**src/rtl/serial_parity_accumulator.sv**
```systemverilog
// serial_parity_accumulator
//   Folds a stream of WIDTH-bit beats into a single parity bit per frame.
//   A frame ends on a beat flagged in_last or after FRAME_LEN beats. The
//   result is held on the output side until the consumer takes it; no new
//   beats are accepted while a result is pending.
//
// Ports
//   clk        : sole clock, rising edge
//   resetn     : synchronous active-low reset
//   in_valid   : in_data / in_last valid this cycle
//   in_ready   : block accepts a beat this cycle (IDLE or ACCUM)
//   in_data    : beat payload, WIDTH bits
//   in_last    : beat terminates the frame early
//   odd_sel    : parity mode, 0 = even, 1 = odd (sampled on first beat)
//   out_valid  : frame result available
//   out_ready  : consumer takes the result
//   out_parity : parity bit of the completed frame
//   out_beats  : beat count of the completed frame (1..FRAME_LEN)
module serial_parity_accumulator #(
    parameter int WIDTH     = 4,
    parameter int FRAME_LEN = 8,
    parameter int CW        = $clog2(FRAME_LEN + 1)
) (
    input  logic             clk,
    input  logic             resetn,
    input  logic             in_valid,
    output logic             in_ready,
    input  logic [WIDTH-1:0] in_data,
    input  logic             in_last,
    input  logic             odd_sel,
    output logic             out_valid,
    input  logic             out_ready,
    output logic             out_parity,
    output logic [CW-1:0]    out_beats
);

    typedef enum logic [1:0] {
        IDLE  = 2'd0,
        ACCUM = 2'd1,
        HOLD  = 2'd2
    } state_t;

    // Reduction parity of one beat.
    function automatic logic beat_parity(input logic [WIDTH-1:0] d);
        return ^d;
    endfunction

    localparam logic [CW-1:0] CNT_ONE = CW'(1'b1);
    localparam logic [CW-1:0] CNT_MAX = CW'(FRAME_LEN);

    state_t          state_r,  state_s;
    logic            acc_r,    acc_s;
    logic [CW-1:0]   cnt_r,    cnt_s;
    logic            mode_r,   mode_s;
    logic            valid_r,  valid_s;
    logic            parity_r, parity_s;
    logic [CW-1:0]   beats_r,  beats_s;

    logic            beat_s;
    logic            beat_par_s;
    logic            acc_sum_s;
    logic [CW-1:0]   cnt_inc_s;

    // in_ready depends only on the state register so it never loops back
    // through in_valid.
    assign in_ready   = (state_r != HOLD);
    assign out_valid  = valid_r;
    assign out_parity = parity_r;
    assign out_beats  = beats_r;

    // Beat acceptance and the values it would produce.
    always_comb begin
        beat_s     = in_valid && in_ready;
        beat_par_s = beat_parity(in_data);
        acc_sum_s  = acc_r ^ beat_par_s;
        cnt_inc_s  = cnt_r + CNT_ONE;
    end

    // Next-state and datapath update; every register holds by default.
    always_comb begin
        state_s  = state_r;
        acc_s    = acc_r;
        cnt_s    = cnt_r;
        mode_s   = mode_r;
        valid_s  = valid_r;
        parity_s = parity_r;
        beats_s  = beats_r;

        case (state_r)
            IDLE: begin
                if (beat_s) begin
                    // First beat loads rather than folds, and fixes the
                    // parity mode for the whole frame.
                    acc_s  = beat_par_s;
                    cnt_s  = CNT_ONE;
                    mode_s = odd_sel;
                    if (in_last || (FRAME_LEN == 1)) begin
                        state_s  = HOLD;
                        valid_s  = 1'b1;
                        parity_s = beat_par_s ^ odd_sel;
                        beats_s  = CNT_ONE;
                    end else begin
                        state_s  = ACCUM;
                    end
                end else begin
                    state_s = IDLE;
                end
            end

            ACCUM: begin
                if (beat_s) begin
                    acc_s = acc_sum_s;
                    cnt_s = cnt_inc_s;
                    // cnt_r < FRAME_LEN here, so cnt_inc_s never passes it.
                    if (in_last || (cnt_inc_s == CNT_MAX)) begin
                        state_s  = HOLD;
                        valid_s  = 1'b1;
                        parity_s = acc_sum_s ^ mode_r;
                        beats_s  = cnt_inc_s;
                    end else begin
                        state_s  = ACCUM;
                    end
                end else begin
                    state_s = ACCUM;
                end
            end

            HOLD: begin
                if (out_ready) begin
                    state_s = IDLE;
                    valid_s = 1'b0;
                    acc_s   = 1'b0;
                    cnt_s   = '0;
                end else begin
                    state_s = HOLD;
                end
            end

            default: begin
                state_s = IDLE;
                acc_s   = 1'b0;
                cnt_s   = '0;
                valid_s = 1'b0;
            end
        endcase
    end

    // State and datapath registers; reset overrides any same-cycle event.
    always_ff @(posedge clk) begin
        if (!resetn) begin
            state_r  <= IDLE;
            acc_r    <= 1'b0;
            cnt_r    <= '0;
            mode_r   <= 1'b0;
            valid_r  <= 1'b0;
            parity_r <= 1'b0;
            beats_r  <= '0;
        end else begin
            state_r  <= state_s;
            acc_r    <= acc_s;
            cnt_r    <= cnt_s;
            mode_r   <= mode_s;
            valid_r  <= valid_s;
            parity_r <= parity_s;
            beats_r  <= beats_s;
        end
    end

endmodule

```
**config.mk**
```make
export PLATFORM = sky130hd
export DESIGN_NAME = serial_parity_accumulator
export DESIGN_NICKNAME = d
export VERILOG_FILES = /design/src/rtl/serial_parity_accumulator.sv
export SDC_FILE = /design/constraint.sdc
export NUM_CORES = 1
export LEC_CHECK = 0
export ABC_CLOCK_PERIOD_IN_PS = 2900
export BUFFER_PORTS_ARGS = -buffer_cell sky130_fd_sc_hd__buf_2
export CORE_MARGIN = 2
export CORE_UTILIZATION = 56
export DETAILED_ROUTE_END_ITERATION = 7
export PLACE_DENSITY = 0.91
export SYNTH_ARGS = -nofsm -noshare
export SYNTH_HDL_FRONTEND = slang
export SYNTH_SLANG_ARGS = --single-unit
```
**constraint.sdc**
```tcl
create_clock -name clk -period 2.9 [get_ports clk]
set_input_delay 0.58 -clock clk [delete_from_list [all_inputs] [get_ports clk]]
set_output_delay 0.58 -clock clk [all_outputs]
set_load 0.005 [all_outputs]
```
---- After elaboration in Yosys (flattened, before gate mapping) ----
Index checks and enable logic that the tools add are counted.
cells by class
  reduce and logical (&&, ||, !) cells .... 9
  mux-type cells .......................... 29
  $add $sub $neg .......................... 1
  equal/unequal tests ..................... 9
  bitwise gates (word level) .............. 3
operators by type and width
  operator               number
  $mux W4                7
  $ne A2 B2 Y1 const B   6
  $pmux W4 S3            1
  $mux W1                11
  $mux W2                5
  $reduce_and A5 Y1      2
  $pmux W4 S2            1
  $pmux W1 S3            2
  $pmux W2 S3            1
  $add A4 B1 Y4 const B  1
  $eq A4 B4 Y1 const B   1
  $reduce_xor A4 Y1      1
  $reduce_and A3 Y1      1
  $xor A1 B1 Y1          3
  $eq A2 B1 Y1 const B   1
  $eq A2 B2 Y1 const B   1
  $logic_not A2 Y1       1
  $pmux W1 S2            1
  $reduce_and A2 Y1      1
  $reduce_bool A2 Y1     1
  $logic_and A1 B1 Y1    1
  $logic_or A1 B1 Y1     1
storage, ports and cells
  output and inout port bits .............. 7
  input bits .............................. 10
  register bits ........................... 14
  word-level logic and storage cells ...... 58

---- Longest topological paths before layout ----
  depth in word-level cells ............... 6
  gate-level depth with buffers ........... 6
  gate-level depth less buffers ........... 5

---- Worst setup path before layout ----
Ideal clock, no wire load.
  kind .................................... register to register
  start ................................... register cnt_r[0]
  end ..................................... register parity_r, in the netlist out_parity
  cell stages (with the launch flop) ...... 6
  data required time ...................... 2.827 ns
  path buffers ............................ 0
  period minus slack after synthesis ...... 1.593 ns
  arrival time ............................ 1.519 ns
  slack ................................... 1.307 ns
  setup time .............................. 0.073 ns
  cells stage by stage .................... dfxtp_1 ha_1 nand2_1 a211o_1 a211o_1 o211ai_2
on the way
  word-level cells in the longest chain between the ends .. 5
RTL lines
  item                                RTL line  RTL
  start, declared                     53        logic [CW-1:0] cnt_r, cnt_s;
  start signal, assigned              161       cnt_r <= cnt_s;
  $add A4 B1 Y4                       76        cnt_inc_s = cnt_r + CNT_ONE;
  $eq A4 B4 Y1                        115       if (in_last || (cnt_inc_s == CNT_MAX)) begin
  $logic_or A1 B1 Y1                  115
  $ne A2 B2 Y1 (no source line)       -
  $reduce_and A5 Y1 (no source line)  -
  end signal, assigned                164       parity_r <= parity_s;
  end, declared                       56        logic parity_r, parity_s;
No other way between the ends.
A chain may end at the register's enable or synchronous reset.

---- Worst setup path after layout ----
  start ................................... register cnt_r[0]
  end ..................................... register valid_r, in the netlist out_valid
on the way
  word-level cells in the longest chain between the ends .. 5
RTL lines
  item                                RTL line  RTL
  $add A4 B1 Y4                       76
  $eq A4 B4 Y1                        115
  $logic_or A1 B1 Y1                  115
  $ne A2 B2 Y1 (no source line)       -
  $reduce_and A5 Y1 (no source line)  -
  end signal, assigned                163       valid_r <= valid_s;
  end, declared                       55        logic valid_r, valid_s;
No other way between the ends.

==> flow_summary_export.csv <==
group,metric,value,unit
outcome,status,"finished clean",
setup_path,cp_top_family,"compound AO/OA/AOI/OAI gates",
pwr,leakage,0.381,nW
route,drtIter0Drc,17,
setup_path,crit_path_start,"cnt_r[0]",
logic_synthesis,ys_seq_elements,14,
grt,met2_usage,0.328,
logic_synthesis,synth_top_area_cell,"dfxtp_1",
logic_synthesis,synth_seq_area_share,0.345,
logic_synthesis,yosysMostFrequentCell,"dfxtp_1",
logic_synthesis,ys_async_sr_fraction,0,
timing,tns,0,ns
setup_path,crit_chain,"ha_1 -> nor3b_2 -> a31oi_1 -> a21oi_4 -> o21a_1",
timing,finalSetupViolCount,0,
timing,finalCritPeriodShare,0.640,
clock_network,cts_sinks,14,
setup_path,cpMaxStageDelayCell,"a31oi_1",
placed_design,dp_slack,1.06,ns
route,wirelength,1.66,mm
clock_network,cts_setup_buffers,0,
cells_and_area,final_nets,123,
clock_network,path_clk_slew,0.09,ns
grt,grt_pass1_vias,671,
timing,tightestPinTransition,0.630,ns
cells_and_area,diodes,0,
placed_design,dpl.hpwl,1.26,mm
grt,grt_antenna_before_repair,0,
clock_network,clockBufferDepth,2,
timing,rsz0062_at_grt,"no",
logic_synthesis,netlist_area,813,µm²
pwr,power_density,460,nW/µm²
floorplanning,die_area,1770,µm²
timing,max_freq,0.538,GHz
route,wl_per_cell,13.3,µm
timing,hold_viol_final,0,
setup_path,critPathBufInv,0,
grt,grt_first_pass_wirelength,2.69,mm
worst_hold_path,hp-start,"out_beats[1]",
logic_synthesis,ys_warn_count,0,
logic_synthesis,ys_top_cells_by_area,"dfxtp_1, mux2i_1, nand2_1, xnor2_1, xor2_1",
cells_and_area,drive_gt1_frac,0.227,
route,ant_nets,0,
logic_synthesis,synth_top_area_frac,0.345,
route,dr.pass1.iters,4,
pwr,irDropWorstVdd,0.318,mV
grt,top_usage_layer,"met2",
clock_network,cts.repair.resized,0,
grt,met1_usage,0.222,
clock_network,cts_buffers,3,
logic_synthesis,syn_area_per_cell,8.65,µm²
placed_design,gp_congestion,0.890,
timing,slew_headroom,0.578,
logic_synthesis,synthTopCellsByCount,"dfxtp_1, nand2_1, mux2i_1, nand3_1, nor2_1",
grt,grt_max_degree,15,
setup_path,startpoint_type,"register",
grt,grt_use_total,0.203,
run,max_cap_viol_count,0,
setup_path,crit_path_end_kind,"register",
setup_path,slowest_delay,0.52,ns
clock_network,cts_hold_buf,0,
floorplanning,core-area,1330,µm²
clock_network,clkLatencyLatePin,0.28,ns
clock_network,root_buffer,"clkbuf_4",
logic_synthesis,synth_cells,94,
route,drc,0,
timing,post-route-min-period,1.86,ns
logic_synthesis,synth_edf_count,0,
placed_design,port_buffers,16,
logic_synthesis,ys_types,35,
grt,grtUsageMet3,0.0647,
route,vias,748,
setup_path,path_class,"reg2reg",
floorplanning,rows,13,
floorplanning,die_y,42.1,µm
setup_path,worstPathArrival,2.05,ns
timing,timing.final.max_slew_violations,0,
clock_network,cts_tree,"built",
worst_hold_path,min_path_type,"reg2reg",
grt,overflow,0,
timing,skew,0.00975,ns
setup_path,cp_data_required_time,3.09,ns
clock_network,cts_max_level,1,
logic_synthesis,synth_fp_nets,106,
cells_and_area,syn_to_final_growth,14.8,%
floorplanning,die-width,42.1,µm
setup_path,reg2reg_from,"cnt_r[0]",
floorplanning,start_util,0.610,
timing,layout_setup_ws,1.04,ns
floorplanning,io_pins,17,
setup_path,cp_max_fo,7,
route,vias_per_cell,5.98,
logic_synthesis,ys.flop_type,"dfxtp_1",
registers in the layout, indices dropped and copies added, names as in the netlist:
register / flops
acc_r: 1
mode_r: 1
out_beats: 4
out_valid: 1
out_parity: 1
cnt_r: 4
state_r: 2
final cells by class:
class | count | area, µm²
well taps | 15 | 18.8
multi-input cells | 73 | 503
inverters | 2 | 7.51
clock buffers | 4 | 36.3
repair buffers | 17 | 87.6
fillers | 110 | 400
flip-flops and latches | 14 | 280
per-layer routing:
| layer | vias up | wire (µm) |
|---|---|---|
| li1 | 368 | - |
| met1 | 338 | 730 |
| met2 | 32 | 754 |
| met3 | 10 | 106 |
| met4 | 0 | 73 |
| met5 | - | 0 |
per-stage QoR:
| step | instances | total power, mW | hold slack (ns) | utilization | area [µm²] |
|---|---|---|---|---|---|
| finish | 125 | 0.430 | 0.456 | 0.700 | 933 |
| global route | 125 | 0.452 | 0.484 | 0.700 | 933 |
| CTS | 125 | 0.430 | 0.458 | 0.700 | 933 |
| detailed placement | 121 | 0.293 | 0.446 | 0.673 | 897 |
| global placement | 121 | 0.290 | 0.438 | 0.673 | 897 |
| floorplan | 94 | 0.270 | 0.445 | - | 813 |
worst register-to-register path, stage by stage (launching register included):
cell and delay (ns):
dfxtp_1 0.46, ha_1 0.33, nor3b_2 0.09, a31oi_1 0.52
a21oi_4 0.17, o21a_1 0.22
placed cells by master (no fill, tap or decap), drive strengths merged:
cell type / instances
a211o: 3
a21bo: 1
a21oi: 5
a31oi: 3
a32oi: 2
and2: 2
buf: 17
clkbuf: 4
clkinv: 1
dfxtp: 14
ha: 2
inv: 1
mux2i: 5
nand2: 10
nand2b: 2
nand3: 5
nand3b: 3
nand4: 1
nand4bb: 1
nor2: 5
nor2b: 3
nor3: 1
nor3b: 2
nor4: 1
o211ai: 1
o21a: 1
o21ai: 5
o22ai: 1
xnor2: 4
xor2: 4
worst paths after layout:
kind                        to  slack [ns]  depth (start not counted)
hold / removal    out_beats[1]        0.46                          2
setup / recovery     out_valid        1.04                          5
setup reg to reg     out_valid        1.04                          5
hold reg to reg   out_beats[1]        0.46                          2
power by group:
group / leakage, nW / internal [mW] / switching (mW)
Combinational: 0.246 / 0.0345 / 0.0416
Sequential: 0.114 / 0.203 / 0.00997
Clock: 0.0210 / 0.0764 / 0.0644
Total: 0.381 / 0.314 / 0.116
logic make-up after synthesis:
kind of cell             synth area share
adder cells (fa/ha/maj)            0.0308
multiplexers                       0.0615
buffers and inverters              0.0369
XOR/XNOR                           0.0861
AND/OR/NAND/NOR                     0.242
AO/OA/AOI/OAI                       0.198
flip-flops                          0.345
(Power assumes the default switching activity.)
